<file path="config.mk">
export PLATFORM = sky130hd
export DESIGN_NAME = barrel_shifter_pipe
export DESIGN_NICKNAME = d
export VERILOG_FILES = /design/src/rtl/barrel_pkg.sv /design/src/rtl/barrel_shift_stage.sv /design/src/rtl/barrel_shifter_pipe.sv
export SDC_FILE = /design/constraint.sdc
export NUM_CORES = 1
export LEC_CHECK = 0
export BUFFER_PORTS_ARGS = -buffer_cell sky130_fd_sc_hd__buf_2
export CORE_MARGIN = 5
export CORE_UTILIZATION = 52
export CTS_CLUSTER_SIZE = 14
export DETAILED_ROUTE_END_ITERATION = 10
export HOLD_SLACK_MARGIN = 0.03
export MAX_ROUTING_LAYER = met4
export PLACE_DENSITY = 0.83
export SYNTH_ARGS = -nofsm -noshare
export SYNTH_HDL_FRONTEND = slang
export SYNTH_SLANG_ARGS = --single-unit
</file>
<file path="constraint.sdc">
create_clock -name clk -period 3.1 [get_ports clk]
set_input_delay 0.465 -clock clk [delete_from_list [all_inputs] [get_ports clk]]
set_output_delay 0.465 -clock clk [all_outputs]
set_load 0.005 [all_outputs]
</file>
<file path="src/rtl/barrel_pkg.sv">
// Shared op encodings and fill helper for the pipelined barrel shifter.
package barrel_pkg;

  localparam logic [2:0] OP_ROL = 3'd0;
  localparam logic [2:0] OP_ROR = 3'd1;
  localparam logic [2:0] OP_SLL = 3'd2;
  localparam logic [2:0] OP_SRL = 3'd3;
  localparam logic [2:0] OP_SRA = 3'd4;

  // Bit shifted in from the MSB side on a right shift: sign for SRA, zero otherwise.
  function automatic logic fill_bit(input logic [2:0] op, input logic msb);
    return (op == OP_SRA) ? msb : 1'b0;
  endfunction

endpackage

</file>
<file path="src/rtl/barrel_shift_stage.sv">
// One pipeline slice: conditional shift/rotate by 2^K, then a valid-qualified register.
module barrel_shift_stage
  import barrel_pkg::*;
#(
  parameter int WIDTH   = 8,
  parameter int TAG_W   = 4,
  parameter int SHAMT_W = 3,
  parameter int K       = 0
) (
  input  logic               clk,
  input  logic               reset,
  input  logic               load,
  input  logic               up_valid,
  input  logic [WIDTH-1:0]   up_data,
  input  logic [SHAMT_W-1:0] up_shamt,
  input  logic [2:0]         up_op,
  input  logic [TAG_W-1:0]   up_tag,
  output logic               valid,
  output logic [WIDTH-1:0]   data,
  output logic [SHAMT_W-1:0] shamt,
  output logic [2:0]         op,
  output logic [TAG_W-1:0]   tag
);

  localparam int S = 1 << K;

  logic [WIDTH-1:0] ones;
  logic [WIDTH-1:0] hi_mask;
  logic [WIDTH-1:0] shifted;

  // Apply this stage's 2^K step when its amount bit is set; the MSB is the sign for SRA at every stage.
  always_comb begin
    ones    = '1;
    hi_mask = ~(ones >> S);
    shifted = up_data;
    if (up_shamt[K]) begin
      case (up_op)
        OP_ROL:         shifted = (up_data << S) | (up_data >> (WIDTH - S));
        OP_ROR:         shifted = (up_data >> S) | (up_data << (WIDTH - S));
        OP_SLL:         shifted = up_data << S;
        OP_SRL, OP_SRA: shifted = (up_data >> S) |
                                  (hi_mask & {WIDTH{fill_bit(up_op, up_data[WIDTH-1])}});
        default:        shifted = up_data;
      endcase
    end
  end

  // Register slice: advance only when the top says this stage may load; hold otherwise.
  always_ff @(posedge clk) begin
    if (reset) begin
      valid <= 1'b0;
      data  <= '0;
      shamt <= '0;
      op    <= '0;
      tag   <= '0;
    end else if (load) begin
      valid <= up_valid;
      if (up_valid) begin
        data  <= shifted;
        shamt <= up_shamt;
        op    <= up_op;
        tag   <= up_tag;
      end
    end
  end

endmodule

</file>
<file path="src/rtl/barrel_shifter_pipe.sv">
// Pipelined barrel shifter: amount normalisation, log2(WIDTH) shift stages, valid/ready stall chain.
module barrel_shifter_pipe
  import barrel_pkg::*;
#(
  parameter int WIDTH   = 8,
  parameter int TAG_W   = 4,
  localparam int SHAMT_W = $clog2(WIDTH)
) (
  input  logic               clk,
  input  logic               reset,
  input  logic               in_valid,
  output logic               in_ready,
  input  logic [WIDTH-1:0]   in_data,
  input  logic [SHAMT_W:0]   in_shamt,
  input  logic [2:0]         in_op,
  input  logic [TAG_W-1:0]   in_tag,
  output logic               out_valid,
  input  logic               out_ready,
  output logic [WIDTH-1:0]   out_data,
  output logic [TAG_W-1:0]   out_tag
);

  localparam int L = SHAMT_W;

  logic [L:0]         valid_s;
  logic [L:0]         rdy;
  logic [WIDTH-1:0]   data_s  [0:L];
  logic [SHAMT_W-1:0] shamt_s [0:L];
  logic [2:0]         op_s    [0:L];
  logic [TAG_W-1:0]   tag_s   [0:L];

  logic [WIDTH-1:0]   norm_data;
  logic [SHAMT_W-1:0] norm_shamt;

  // Fold out-of-range amounts into the data so the stages only ever see 0..WIDTH-1.
  always_comb begin
    norm_data  = in_data;
    norm_shamt = '0;
    case (in_op)
      OP_ROL, OP_ROR: norm_shamt = in_shamt[SHAMT_W-1:0];
      OP_SLL, OP_SRL: begin
        if (in_shamt[SHAMT_W]) norm_data  = '0;
        else                   norm_shamt = in_shamt[SHAMT_W-1:0];
      end
      OP_SRA: begin
        if (in_shamt[SHAMT_W]) norm_data  = {WIDTH{in_data[WIDTH-1]}};
        else                   norm_shamt = in_shamt[SHAMT_W-1:0];
      end
      default: ;
    endcase
  end

  // Ready chain from the output back: an empty stage always loads, so bubbles collapse.
  always_comb begin
    rdy    = '0;
    rdy[L] = out_ready;
    for (int k = L - 1; k >= 0; k--) begin
      rdy[k] = !valid_s[k+1] || rdy[k+1];
    end
  end

  assign valid_s[0] = in_valid;
  assign data_s[0]  = norm_data;
  assign shamt_s[0] = norm_shamt;
  assign op_s[0]    = in_op;
  assign tag_s[0]   = in_tag;

  for (genvar k = 0; k < L; k++) begin : g_stage
    barrel_shift_stage #(
      .WIDTH   (WIDTH),
      .TAG_W   (TAG_W),
      .SHAMT_W (SHAMT_W),
      .K       (k)
    ) u_stage (
      .clk      (clk),
      .reset    (reset),
      .load     (rdy[k]),
      .up_valid (valid_s[k]),
      .up_data  (data_s[k]),
      .up_shamt (shamt_s[k]),
      .up_op    (op_s[k]),
      .up_tag   (tag_s[k]),
      .valid    (valid_s[k+1]),
      .data     (data_s[k+1]),
      .shamt    (shamt_s[k+1]),
      .op       (op_s[k+1]),
      .tag      (tag_s[k+1])
    );
  end

  // The last stage's control fields have no consumer.
  logic unused_tail;
  assign unused_tail = ^{shamt_s[L], op_s[L]};

  assign in_ready  = rdy[0];
  assign out_valid = valid_s[L];
  assign out_data  = data_s[L];
  assign out_tag   = tag_s[L];

endmodule
</file>
==> out/results.ini <==
[timing]
hold_viol_final = 0
setup_tns_ps = 0
fin_crit_ps = 1760
fin_crit_sh = 0.568
max_clock_freq_mhz = 568
worst_hold_slack_ps = 382
worst_slew_pin_slew_ps = 822
finalClockSkew_ps = 8.90
slew_headroom = 0.451
rsz0062_at_grt = no
setup_viol = 0
slew_violations = 0

[synth]
ys_ff_latch = 48
synth_cell_type_count = 53
syn_area_mm2 = 0.00270
synth_top_cell_by_area = dfxtp_1
synthCells = 336
synth.top_cells.by_area = dfxtp_1 36%, a21oi_1 11%, nand2_1 8.1%
synth.avg_cell_area_um2 = 8.03
synth_top_area_share = 0.356
synth_commonest_cells = 58 x a21oi_1, 58 x nand2_1, 48 x dfxtp_1
synth_edf_count = 0
yosysSeqAreaShare = 0.356
ys.flop_type = dfxtp_1
synth-async-reset-ratio = 0
synthesis.nets = 359
yosys_warnings = 0

[drt]
drtAntennaViolNets = 0
drt_pass1_iterations = 4
drt-total-wl_um = 5930
vias = 2407
wl_per_cell_um = 14.1
drt_drc_violations_left = 0
post_drt_via_cell_ratio = 5.73
first_iter_violations = 134

[floorplan]
die_area_mm2 = 0.00673
core_area_mm2 = 0.00507
die_h_um = 82.0
start_util = 0.532
die_w_um = 82.0
boundaryPins = 37
rows = 26

[cells_and_area]
area_delta_synth_final_pct = 6.77
diodes = 0
stdcell_count = 420
nNetsFinal = 372
drive_above_1_share = 0.169

[placement]
dp_cells = 412
routabilityCongestion = 0.900
dpl.hpwl_um = 4310
io_buffers = 36

[critical_path]
reg2reg_setup_slack_ps = 1340
critPathLaunchType = register
reg2regPathDepth = 4
worstPathArrival_ps = 1990
reg2reg_from = g_stage[1].u_stage.valid
setup.worst_path.start = g_stage[1].u_stage.valid
cp_max_fo = 18
slowest_delay_ps = 620
reg2reg_to = g_stage[0].u_stage.data[3]
crit_chain = nand4b_2 -> nand2_1 -> or3_1 -> o221ai_2
endpoint = g_stage[0].u_stage.data[3]
cp_slowest_cell = or3_1
worstSetupPathType = reg -> reg
critPathCaptureType = register
worstPathRequired_ps = 3330

[clock_network]
h-tree-depth = 2
clock_path_buffers = 2
cts.sink_count = 48
holdBufCountCts = 0
clock_latency_ps = 310
cts_made_buffers = 5
clkSlewWorstSetupHoldPaths_ps = 90
root_buffer = clkbuf_8
cts_tree = built
cts_resized = 0
cts_setup_buffers = 0

[outcome]
status = finished, final reports clean

[global_route]
globalRouteOverflowTotal = 0
first_global_vias = 2133
grt_start_max_net_pins = 36
grt_pass1_wl_um = 10100
grt_use_total = 0.198
antenna_found_initial = 0

[power_and_ir_drop]
vdd_ir_drop_max_mv = 0.171
p_leak_nw = 1.05
powerDensity_mw_per_mm2 = 433
total_power_mw = 1.25

[flow_run]
maxCapViolations = 0

[min_path]
holdCritStartpoint = in_tag[0]
min_path_type = in -> reg

## worst max-delay path: cells and delay by family (launching register included)
kind             cells  cell delay (ps)
AO/OA/AOI/OAI        1              220
flip-flops           1              370
AND/OR/NAND/NOR      3             1090
## routing by layer
metal,wire (um),global-route usage
met5,0,-
met2,2740,0.308
met3,307,0.0406
met4,107,0.0714
met1,2770,0.254
## stage by stage
step	utilization	setup slack, ps	area, um^2
after floorplan	-	1550	2700
after global placement	0.549	1170	2780
after detailed placement	0.549	1130	2780
after CTS	0.568	1330	2880
after global routing	0.568	1190	2880
final	0.568	1340	2880
## final cells by class
class | instances | area, um^2
multi-input combinational | 250 | 1520
clock buffer | 6 | 82.6
tap | 70 | 87.6
fill | 468 | 2190
sequential | 48 | 961
clock inverter | 2 | 13.8
inverter | 6 | 22.5
timing repair buffer | 38 | 195
## state kept, by name, indices dropped and copies added (netlist names)
name / count
g_stage.u_stage.data: 24
g_stage.u_stage.op: 6
g_stage.u_stage.shamt: 3
g_stage.u_stage.tag: 12
g_stage.u_stage.valid: 3
## worst min path at each step
stage          cells after the start                          to  slack [ps]
2_1_floorplan                      2   g_stage[1].u_stage.tag[0]         430
3_3_place_gp                       2  g_stage[2].u_stage.data[6]         440
3_5_place_dp                       2  g_stage[2].u_stage.data[6]         440
4_1_cts                            3   g_stage[0].u_stage.tag[0]         380
5_1_grt                            3   g_stage[0].u_stage.tag[0]         370
6_report                           3   g_stage[0].u_stage.tag[0]         380
## cell families (layout without fill, tap and decap cells)
| group | count (synthesis) | count (layout) | share of synthesized area |
|---|---|---|---|
| muxes | 12 | 12 | 0.0445 |
| DFF | 48 | 48 | 0.356 |
| and+or+nand+nor | 127 | 127 | 0.248 |
| AOI/OAI and AO/OA | 111 | 111 | 0.270 |
| buffers and inverters | 38 | 52 | 0.0812 |
## layout by cell type, fill, tap and decap left out, drive strengths merged, types with 5 or more instances in the layout
master / instances
nor2: 15
a21oi: 59
mux2i: 12
nand2b: 13
buf: 38
clkbuf: 6
dfxtp: 48
o221ai: 7
a311oi: 5
nand3b: 12
nand2: 58
inv: 7
o21ai: 12
## where the power goes
part,total [mW],internal [mW],switching [mW]
sequential,0.672,0.642,0.0303
clock,0.398,0.183,0.215
combinational,0.177,0.0744,0.103
total,1.25,0.899,0.348
Power figures use the tool's default switching activity.
